$ cat src/rtl/csr_trap_sequencer.sv
// csr_trap_sequencer: owns the CSR write port, sequencing trap entry, mret and pipeline CSR writes
module csr_trap_sequencer #(
  parameter int XLEN = 32
) (
  input  logic            clk,
  input  logic            rst_n,
  input  logic            trap_req,
  input  logic [XLEN-1:0] trap_pc,
  input  logic [XLEN-1:0] trap_cause,
  input  logic [XLEN-1:0] trap_tval,
  input  logic            mret_req,
  input  logic [XLEN-1:0] mstatus_rd,
  input  logic [XLEN-1:0] mtvec_rd,
  input  logic [XLEN-1:0] mepc_rd,
  input  logic            pipe_csr_we,
  input  logic [4:0]      pipe_csr_index,
  input  logic [XLEN-1:0] pipe_csr_wdata,
  output logic            pipe_csr_gnt,
  output logic            csr_we,
  output logic [4:0]      csr_windex,
  output logic [XLEN-1:0] csr_wdata,
  output logic            trap_ack,
  output logic            mret_ack,
  output logic            redirect_valid,
  output logic [XLEN-1:0] redirect_pc,
  output logic            busy
);
  typedef enum logic [2:0] {IDLE, T_EPC, T_CAUSE, T_TVAL, T_STATUS, T_DONE, M_STATUS, M_DONE} state_t;
  state_t state;
  logic [XLEN-1:0] pc_q, cause_q, tval_q;
  logic [XLEN-1:0] trap_status, mret_status, trap_target;
  logic idle;
  // mstatus images: trap stacks MIE into MPIE, mret unstacks it; both force MPP to machine mode
  assign trap_status = {mstatus_rd[XLEN-1:13], 2'b11, mstatus_rd[10:8], mstatus_rd[3], mstatus_rd[6:4], 1'b0, mstatus_rd[2:0]};
  assign mret_status = {mstatus_rd[XLEN-1:13], 2'b11, mstatus_rd[10:8], 1'b1, mstatus_rd[6:4], mstatus_rd[7], mstatus_rd[2:0]};
  assign trap_target = {mtvec_rd[XLEN-1:2], 2'b00}
                     + ((mtvec_rd[1:0] == 2'b01 && cause_q[XLEN-1]) ? {cause_q[XLEN-3:0], 2'b00} : '0);
  assign busy = state != IDLE;
  // Sequencer state and latched trap context; arbitration trap > mret in IDLE
  always_ff @(posedge clk or negedge rst_n) begin
    if (!rst_n) begin
      state   <= IDLE;
      pc_q    <= '0;
      cause_q <= '0;
      tval_q  <= '0;
    end else begin
      case (state)
        IDLE: begin
          if (trap_req) begin
            pc_q    <= trap_pc;
            cause_q <= trap_cause;
            tval_q  <= trap_tval;
            state   <= T_EPC;
          end else if (mret_req) state <= M_STATUS;
        end
        T_EPC:    state <= T_CAUSE;
        T_CAUSE:  state <= T_TVAL;
        T_TVAL:   state <= T_STATUS;
        T_STATUS: state <= T_DONE;
        T_DONE:   state <= IDLE;
        M_STATUS: state <= M_DONE;
        M_DONE:   state <= IDLE;
      endcase
    end
  end
  // Write port and handshake decode; the pipeline only reaches the port in an uncontested IDLE cycle
  always_comb begin
    idle           = rst_n && state == IDLE;
    pipe_csr_gnt   = idle && !trap_req && !mret_req && pipe_csr_we;
    csr_we         = 1'b0;
    csr_windex     = '0;
    csr_wdata      = '0;
    trap_ack       = 1'b0;
    mret_ack       = 1'b0;
    redirect_valid = 1'b0;
    redirect_pc    = '0;
    case (state)
      IDLE: begin
        csr_we     = pipe_csr_gnt && |pipe_csr_index;
        csr_windex = pipe_csr_gnt ? pipe_csr_index : '0;
        csr_wdata  = pipe_csr_gnt ? pipe_csr_wdata : '0;
      end
      T_EPC: begin
        csr_we     = 1'b1;
        csr_windex = 5'h0B;
        csr_wdata  = {pc_q[XLEN-1:2], 2'b00};
      end
      T_CAUSE: begin
        csr_we     = 1'b1;
        csr_windex = 5'h0C;
        csr_wdata  = cause_q;
      end
      T_TVAL: begin
        csr_we     = 1'b1;
        csr_windex = 5'h0D;
        csr_wdata  = tval_q;
      end
      T_STATUS: begin
        csr_we     = 1'b1;
        csr_windex = 5'h05;
        csr_wdata  = trap_status;
      end
      T_DONE: begin
        trap_ack       = 1'b1;
        redirect_valid = 1'b1;
        redirect_pc    = trap_target;
      end
      M_STATUS: begin
        csr_we     = 1'b1;
        csr_windex = 5'h05;
        csr_wdata  = mret_status;
      end
      M_DONE: begin
        mret_ack       = 1'b1;
        redirect_valid = 1'b1;
        redirect_pc    = mepc_rd;
      end
    endcase
  end
endmodule

$ cat config.mk
export PLATFORM = sky130hd
export DESIGN_NAME = csr_trap_sequencer
export DESIGN_NICKNAME = d
export VERILOG_FILES = /design/src/rtl/csr_trap_sequencer.sv
export SDC_FILE = /design/constraint.sdc
export NUM_CORES = 1
export LEC_CHECK = 0
export CAP_MARGIN = 25
export CELL_PAD_IN_SITES_DETAIL_PLACEMENT = 0
export CELL_PAD_IN_SITES_GLOBAL_PLACEMENT = 1
export CORE_UTILIZATION = 28
export CTS_CLUSTER_DIAMETER = 100
export CTS_CLUSTER_SIZE = 12
export DETAILED_ROUTE_END_ITERATION = 8
export GPL_TIMING_DRIVEN = 0
export PLACE_DENSITY_LB_ADDON = 0.12
export REMOVE_ABC_BUFFERS = 1
export SYNTH_ARGS = -nofsm -noshare
export SYNTH_HDL_FRONTEND = slang
export SYNTH_SLANG_ARGS = --single-unit
$ cat constraint.sdc
create_clock -name clk -period 6.7 [get_ports clk]
set_clock_uncertainty 0.05 [all_clocks]
set_input_delay 2.01 -clock clk [delete_from_list [all_inputs] [get_ports clk]]
set_output_delay 2.01 -clock clk [all_outputs]
set_load 0.05 [all_outputs]
Word level (Yosys, flattened, before mapping)

Cells that the tools add are included.

Output and inout bits: 75
Logic and storage cells: 42
Input bits: 234
Register bits after elaboration: 99

Mux-type cells: 13
Reduce and logical (&&, ||, !) cells: 15
Add/sub/neg operators: 1
Eq/ne operators: 9

Operators with widths:

| operator           | count |
|---|---|
| $pmux 32 s6        | 1 |
| $mux 32            | 2 |
| $pmux 32 s2        | 1 |
| $add 32x32->32     | 1 |
| $pmux 5 s5         | 1 |
| $pmux 3 s7         | 1 |
| $eq 3x3->1 const B | 4 |
| $reduce_or 5->1    | 2 |
| $eq 3x2->1 const B | 2 |
| $logic_and 1x1->1  | 6 |
| $mux 3             | 2 |
| $mux 5             | 1 |
| $reduce_or 2->1    | 2 |
| $eq 3x1->1 const B | 1 |
| $logic_not 3->1    | 1 |
| $mux 1             | 3 |
| $ne 3x3->1 const B | 1 |
| $reduce_bool 3->1  | 1 |
| $eq 2x1->1 const B | 1 |
| $logic_not 1->1    | 2 |
| $pmux 1 s2         | 1 |
| $reduce_and 2->1   | 1 |

Longest topological paths before layout

Gate-level depths: netlist of the first run.

Depth after elaboration: 7
Depth in mapped cells: 13
Depth with buffers taken out: 12

Least setup slack after synthesis of the first run

Ideal clock, no wire load.

Path kind: input port to output port
Start point: in mtvec_rd[1]
End point: out redirect_pc[18]
Arrival: 5.339 ns
Setup slack: -0.699 ns
Data required time: 4.640 ns
Path buffers: 1
Stages: 13
Path through: and3b_1 clkbuf_1 and2_1 ha_1 inv_1 fa_1 nand2b_2 a21oi_1 a211oi_2 o211ai_1 a21oi_1 xor2_1 o21ai_0

Cells in the longest elaborated chain, start to end: 5

RTL lines:

| item              | line | RTL |
|---|---|---|
| from (decl)       | 13   | `input logic [XLEN-1:0] mtvec_rd,` |
| $eq 2x1->1        | 37   | `+ ((mtvec_rd[1:0] == 2'b01 && cause_q[XLEN-1]) ? {cause_q[XLEN-3:0], 2'b00} : '0);` |
| $logic_and 1x1->1 | 37   |  |
| $mux 32           | 37   |  |
| $add 32x32->32    | 37   |  |
| $pmux 32 s2       | 77   | `case (state)` |
| to (decl)         | 25   | `output logic [XLEN-1:0] redirect_pc,` |

No other way between the ends.

Final worst setup path of the first run

Start point: in mtvec_rd[1]
End point: out redirect_pc[24]

The elaborated chain is that of the path after synthesis.

==> run summary, run 1 <==
layout cell share with drive strength beyond 1 -> 27.2%
global-route wire length before repair -> 42100 um
final hold vios -> 0
CORE AREA -> 24300 um2
Max Root-Sink Buffers -> 2
DRC viols -> 0
clk slew on worst S/H paths -> 70 ps
FF+latch count, synth -> 97
RR Startpoint -> state[2]
Sink Count -> 97
layout filler cell count -> 2358
Vias/cell -> 5.06
Setup CP Type -> primary input to primary output
Finished Layout Cells -> 1394
worst vdd ir -> 0.290 mV
most frequent cells in the layout -> 274 x clkdlybuf4s50_1, 97 x dfrtp_1, 96 x mux2_2, 87 x nand2_1, 55 x a22oi_1
post-DP HPWL -> 21200 um
post-synth top area share -> 34.9%
worst-path cell chain -> buf_6 > and3b_4 > buf_12 > and2_4 > ha_4 > inv_2 > fa_2 > nand2b_4 > a21oi_4 > a211oi_4 > o31a_4 > buf_6 > a21oi_4 > mux2i_1 > nand2_1 > buf_6
RSZ-0062 raised after global routing -> true
Synth area leaders -> dfrtp_1 35%, mux2_2 16%, a22oi_1 5.9%
Buf+Inv Stages, Crit Path -> 5
CTS buffer count -> 9
CTS tree -> yes
Worst-Margin Slew -> 973 ps
placer congestion estimate -> 0.838
Final period util -> 102%
final wirelength -> 27800 um
setup TNS -> -380 ps
Post-synth ARST share -> 100%
Mapped Cells -> 751
Post-Place Setup Slack -> -1920 ps
ANT nets after route -> 0
Ys Warns -> 0
Tot GR Track Use -> 21.4%
Critical Path AT -> 4750 ps
most frequent CP cell -> buf_6
fin util -> 48.3%
clock root buffer -> clkbuf_16
Slowest cell on crit path -> o31a_4
Rows -> 57
Largest stage delay, worst path -> 400 ps
Post-synth EDFFs -> 0
Nets -> 1331
CP Capture Type -> primary output
failing checks -> setup timing
Pleak -> 4.56 nW
Crit path depth -> 16
Final Max Tran Viols -> 0
Initial Util -> 28.6%
vias in the first global route -> 7060
Crit Reg-Reg Endpoint -> tval_q[6]
startpoint types -> primary input
delay-heaviest family, CP -> compound AO/OA/AOI/OAI gates
initial antenna violation count -> 2
Peak Freq -> 147 MHz
sequential area share after synthesis -> 34.9%
DRT iter0 DRCs -> 328
most common cell after layout, fill and taps aside -> clkdlybuf4s50_1
required time of the critical path -> 4640 ps
Synth-to-Final Area Change -> 68.7%
pwr/cell area -> 378 nW/um2
final setup vio count -> 6
io pins -> 309
mapped cell area -> 6960 um2
DRT Pass-1 Iters -> 4
# port buffers -> 304
Inst Count DP -> 1339
r2r setup slk -> 3870 ps
GRT Residual Overflow -> 0
largest net degree at the start of global routing -> 51
ys flop type -> dfrtp_1
CP Max Fanout -> 6
post-cts hold buffer count -> 0
max_cap viols -> 0
H-tree depth -> 3
chip height -> 160 um
Final WS setup -> -105 ps
via count -> 7057
hold crit path type -> flop to flop
Worst Setup SP -> mtvec_rd[1]
Slew Limit Headroom -> 35.0%
Netlist cell types -> 59
Die X -> 160 um
mean routed wirelength per cell -> 20.0 um
outcome -> finished with violations
Die Area -> 25500 um2
worst-skew pair later-pin latency -> 350 ps
cell taking the most area after synthesis -> dfrtp_1
fin crit period -> 6810 ps
Syn Area/Cell -> 9.27 um2
r2r worst-path depth -> 5
crit path to -> redirect_pc[24]
## how the worst min path moves through the flow
stage,from,end,slack (ps),depth (start not counted)
after floorplan,tval_q[0],tval_q[0],430,1
after global placement,tval_q[1],tval_q[1],430,1
after detailed placement,tval_q[1],tval_q[1],440,1
after CTS,tval_q[1],tval_q[1],460,1
after global routing,tval_q[1],tval_q[1],470,1
final,tval_q[13],tval_q[13],460,1
## cell type report
cell class	instances	area, um2	area share, %
multi-input cells	593	4960	42.2
well taps	324	405	3.45
diodes	2	5.00	0.0426
repair buffers	356	3610	30.7
clock inverters	6	90.1	0.767
flip-flops and latches	97	2430	20.7
clock buffers	9	225	1.92
inverters	7	26.3	0.224
## power by group
part | internal, mW | switching (mW)
sequential | 0.882 | 0.240
clock | 0.328 | 0.240
combinational | 1.17 | 1.59
## metrics by stage
stage / power [mW] / cell area [um2] / hold WS [ps]
final: 4.44 / 11700 / 457
after global routing: 4.69 / 11700 / 474
after CTS: 4.39 / 11200 / 457
after detailed placement: 3.74 / 10400 / 441
after global placement: 3.65 / 10200 / 434
after floorplan: 2.72 / 6710 / 425
## timing repair
item | in CTS | in global routing
hold endpoints to repair | 0 | 0
pin swaps | 25 | 31
endpoints found under the setup margin | 60 | 24
buffers inserted | 18 | 21
cloned | 1 | 0
gates resized for setup | 217 | 105
## worst reg2reg max path, cell delays in order, from the launching register on
cell and delay, ps:
dfrtp_1 690, or3_1 590, nor2_4 540, buf_12 290
buf_16 220, mux2_2 360
## state kept, by name (all words and copies together), names as in the netlist
name / count
cause_q: 32
pc_q: 30
tval_q: 32
state: 3
## per-layer routing
layer	vias to the layer above	global-route usage, %	part of all wire [%]
met4	0	6.38	2.1
met2	211	35.5	48
li1	3409	-	-
met5	-	0	0
met3	30	3.84	5.2
met1	3407	28.2	45
## synthesized netlist by cell type, drive strengths merged (5+ instances only)
cell	count
o211ai	5
buf	25
o21bai	6
a21o	7
a31oi	34
dfrtp	97
clkbuf	29
a21oi	43
ha	32
a22oi	55
and2	30
nand4	8
nand3	6
inv	7
nor2	35
mux2	96
mux2i	6
nand2b	5
xnor2	13
a211oi	14
nand2	94
o21ai	43
nor3	9
and3	7
xor2	8
## logic make-up (layout without fill, tap and decap cells)
family | after synthesis | count (layout) | share of synthesized area [%]
adders and majority gates | 33 | 33 | 6.04
and+or+nand+nor | 209 | 209 | 14.5
muxes | 102 | 102 | 16.4
buffers and inverters | 61 | 378 | 4.06
other | 0 | 2 | 0
xor gates and xnor gates | 21 | 21 | 2.64
AOI/OAI and AO/OA | 228 | 228 | 21.5
DFF | 97 | 97 | 34.9
Power figures use the tool's default switching activity.
==> run 2, diff against run 1 <==
SLEW_MARGIN = 25   (was default)
==> run summary, run 2 (synthesis results as in run 1) <==
hold crit path type -> flop to flop
worst-skew pair later-pin latency -> 350 ps
CP Max Fanout -> 6
final wirelength -> 28100 um
Crit Reg-Reg Endpoint -> cause_q[19]
Setup CP Type -> primary input to primary output
RR Startpoint -> state[2]
r2r setup slk -> 4070 ps
most frequent cells in the layout -> 268 x clkdlybuf4s50_1, 97 x dfrtp_1, 96 x mux2_2, 93 x nand2_1, 55 x a22oi_1
placer congestion estimate -> 0.838
Peak Freq -> 149 MHz
Sink Count -> 97
chip height -> 160 um
RSZ-0062 raised after global routing -> true
required time of the critical path -> 4640 ps
Die Area -> 25500 um2
vias in the first global route -> 7125
clock root buffer -> clkbuf_16
Final Max Tran Viols -> 0
Critical Path AT -> 4640 ps
CTS tree -> yes
Synth-to-Final Area Change -> 63.0%
design area -> 11400 um2
DRT iter0 DRCs -> 266
layout filler cell count -> 2406
GRT Residual Overflow -> 0
final setup vio count -> 1
startpoint types -> primary input
final hold vios -> 0
initial antenna violation count -> 1
total power -> 4.39 mW
Vias/cell -> 5.07
Tot GR Track Use -> 21.7%
ANT nets after route -> 0
Worst Setup SP -> mtvec_rd[1]
clk slew on worst S/H paths -> 70 ps
Die X -> 160 um
Rows -> 57
io pins -> 309
CP Capture Type -> primary output
Pint -> 2.34 mW
Max Root-Sink Buffers -> 2
Nets -> 1317
Reg area -> 2430 um2
pwr/cell area -> 387 nW/um2
DRT Pass-1 Iters -> 4
failing checks -> setup timing
global-route wire length before repair -> 42500 um
largest net degree at the start of global routing -> 51
r2r worst-path depth -> 5
via count -> 6993
CTS buffer count -> 9
max_cap viols -> 0
DRC viols -> 0
largest registers -> cause_q (32), tval_q (32), pc_q (30)
outcome -> finished with violations
Initial Util -> 28.6%
CORE AREA -> 24300 um2
Final period util -> 100%
# port buffers -> 304
most common cell after layout, fill and taps aside -> clkdlybuf4s50_1
Worst-Margin Slew -> 983 ps
Sw Ratio -> 46.7%
Reg power frac -> 25.7%
Final WS setup -> -4.41 ps
Slew Limit Headroom -> 34.3%
multi-input logic area -> 4740 um2
mean routed wirelength per cell -> 20.3 um
Area after DPL -> 10500 um2
post-cts hold buffer count -> 0
post-DP HPWL -> 21400 um
layout cell share with drive strength beyond 1 -> 24.2%
combinational power share -> 61.3%
worst vdd ir -> 0.287 mV
Pleak -> 4.52 nW
power share of the clock group -> 13.0%
switching pwr -> 2.05 mW
setup TNS -> -4.41 ps
fin crit period -> 6700 ps
H-tree depth -> 3
crit path to -> redirect_pc[28]
run 2: cell types whose count changed in the layout (fill, tap and decap cells not counted), sizes merged:
cell,previous run,this run
dlymetal6s2s,1,7
buf,75,60
clkdlybuf4s50,274,268
clkbuf,11,10
and3b,1,3
diode,2,1
run 2: critical path: stages:
cell,delay [ps]
buf_8,110
and3b_4,380
and2_4,180
ha_4,130
inv_2,30
fa_2,340
nand2b_4,170
a21oi_4,150
a211oi_4,80
o31a_4,320
a211oi_4,230
o21ai_1,100
a32o_1,260
buf_6,150
run 2: cell type report:
| type | count | share of cell area, % |
|---|---|---|
| diodes | 1 | 0.0220 |
| repair buffers | 340 | 30.3 |
| clock inverters | 6 | 0.794 |
| multi-input cells | 595 | 41.7 |
| clock buffers | 9 | 1.98 |
| inverters | 7 | 0.231 |
| flip-flops and latches | 97 | 21.4 |
| well taps | 324 | 3.57 |
run 2: worst min-delay path by stage:
stage	end	depth (start not counted)	startpoint
2_1_floorplan	tval_q[0]	1	tval_q[0]
3_3_place_gp	tval_q[1]	1	tval_q[1]
3_5_place_dp	tval_q[0]	1	tval_q[0]
4_1_cts	tval_q[0]	1	tval_q[0]
5_1_grt	pc_q[17]	1	pc_q[17]
6_report	tval_q[0]	1	tval_q[0]
run 2: layer usage:
metal,share of wire [%],global-route usage (%),up-vias
met5,0,0,-
met4,1.5,6.03,0
met3,5.2,3.82,25
met2,48,36.1,213
met1,45,28.8,3370
li1,-,-,3385
run 2: power groups by stage:
| stage | Sequential [mW] | Combinational (mW) | Clock, mW |
|---|---|---|---|
| CTS | 1.13 | 2.66 | 0.585 |
| floorplan | 1.03 | 1.69 | 0 |
| detailed placement | 1.13 | 2.62 | 0 |
| finish | 1.13 | 2.69 | 0.569 |
| global route | 1.17 | 2.86 | 0.607 |
| global placement | 1.12 | 2.53 | 0 |
run 2: per-stage QoR:
stage	worst slack (ps)	hold WS, ps	utilization (%)	cells
global placement	-5590	434	41.8	1325
global route	-80.3	476	46.7	1379
detailed placement	-1770	442	43.0	1344
CTS	-151	458	45.3	1372
floorplan	-820	425	-	697
finish	-4.41	459	46.7	1379
run 2: what timing repair did:
action | CTS | global route
setup buffers | 11 | 6
cloned | 2 | 0
resized for setup | 186 | 99
setup endpoints to repair | 52 | 31
endpoints found under the hold margin | 0 | 0
pin swaps | 10 | 23
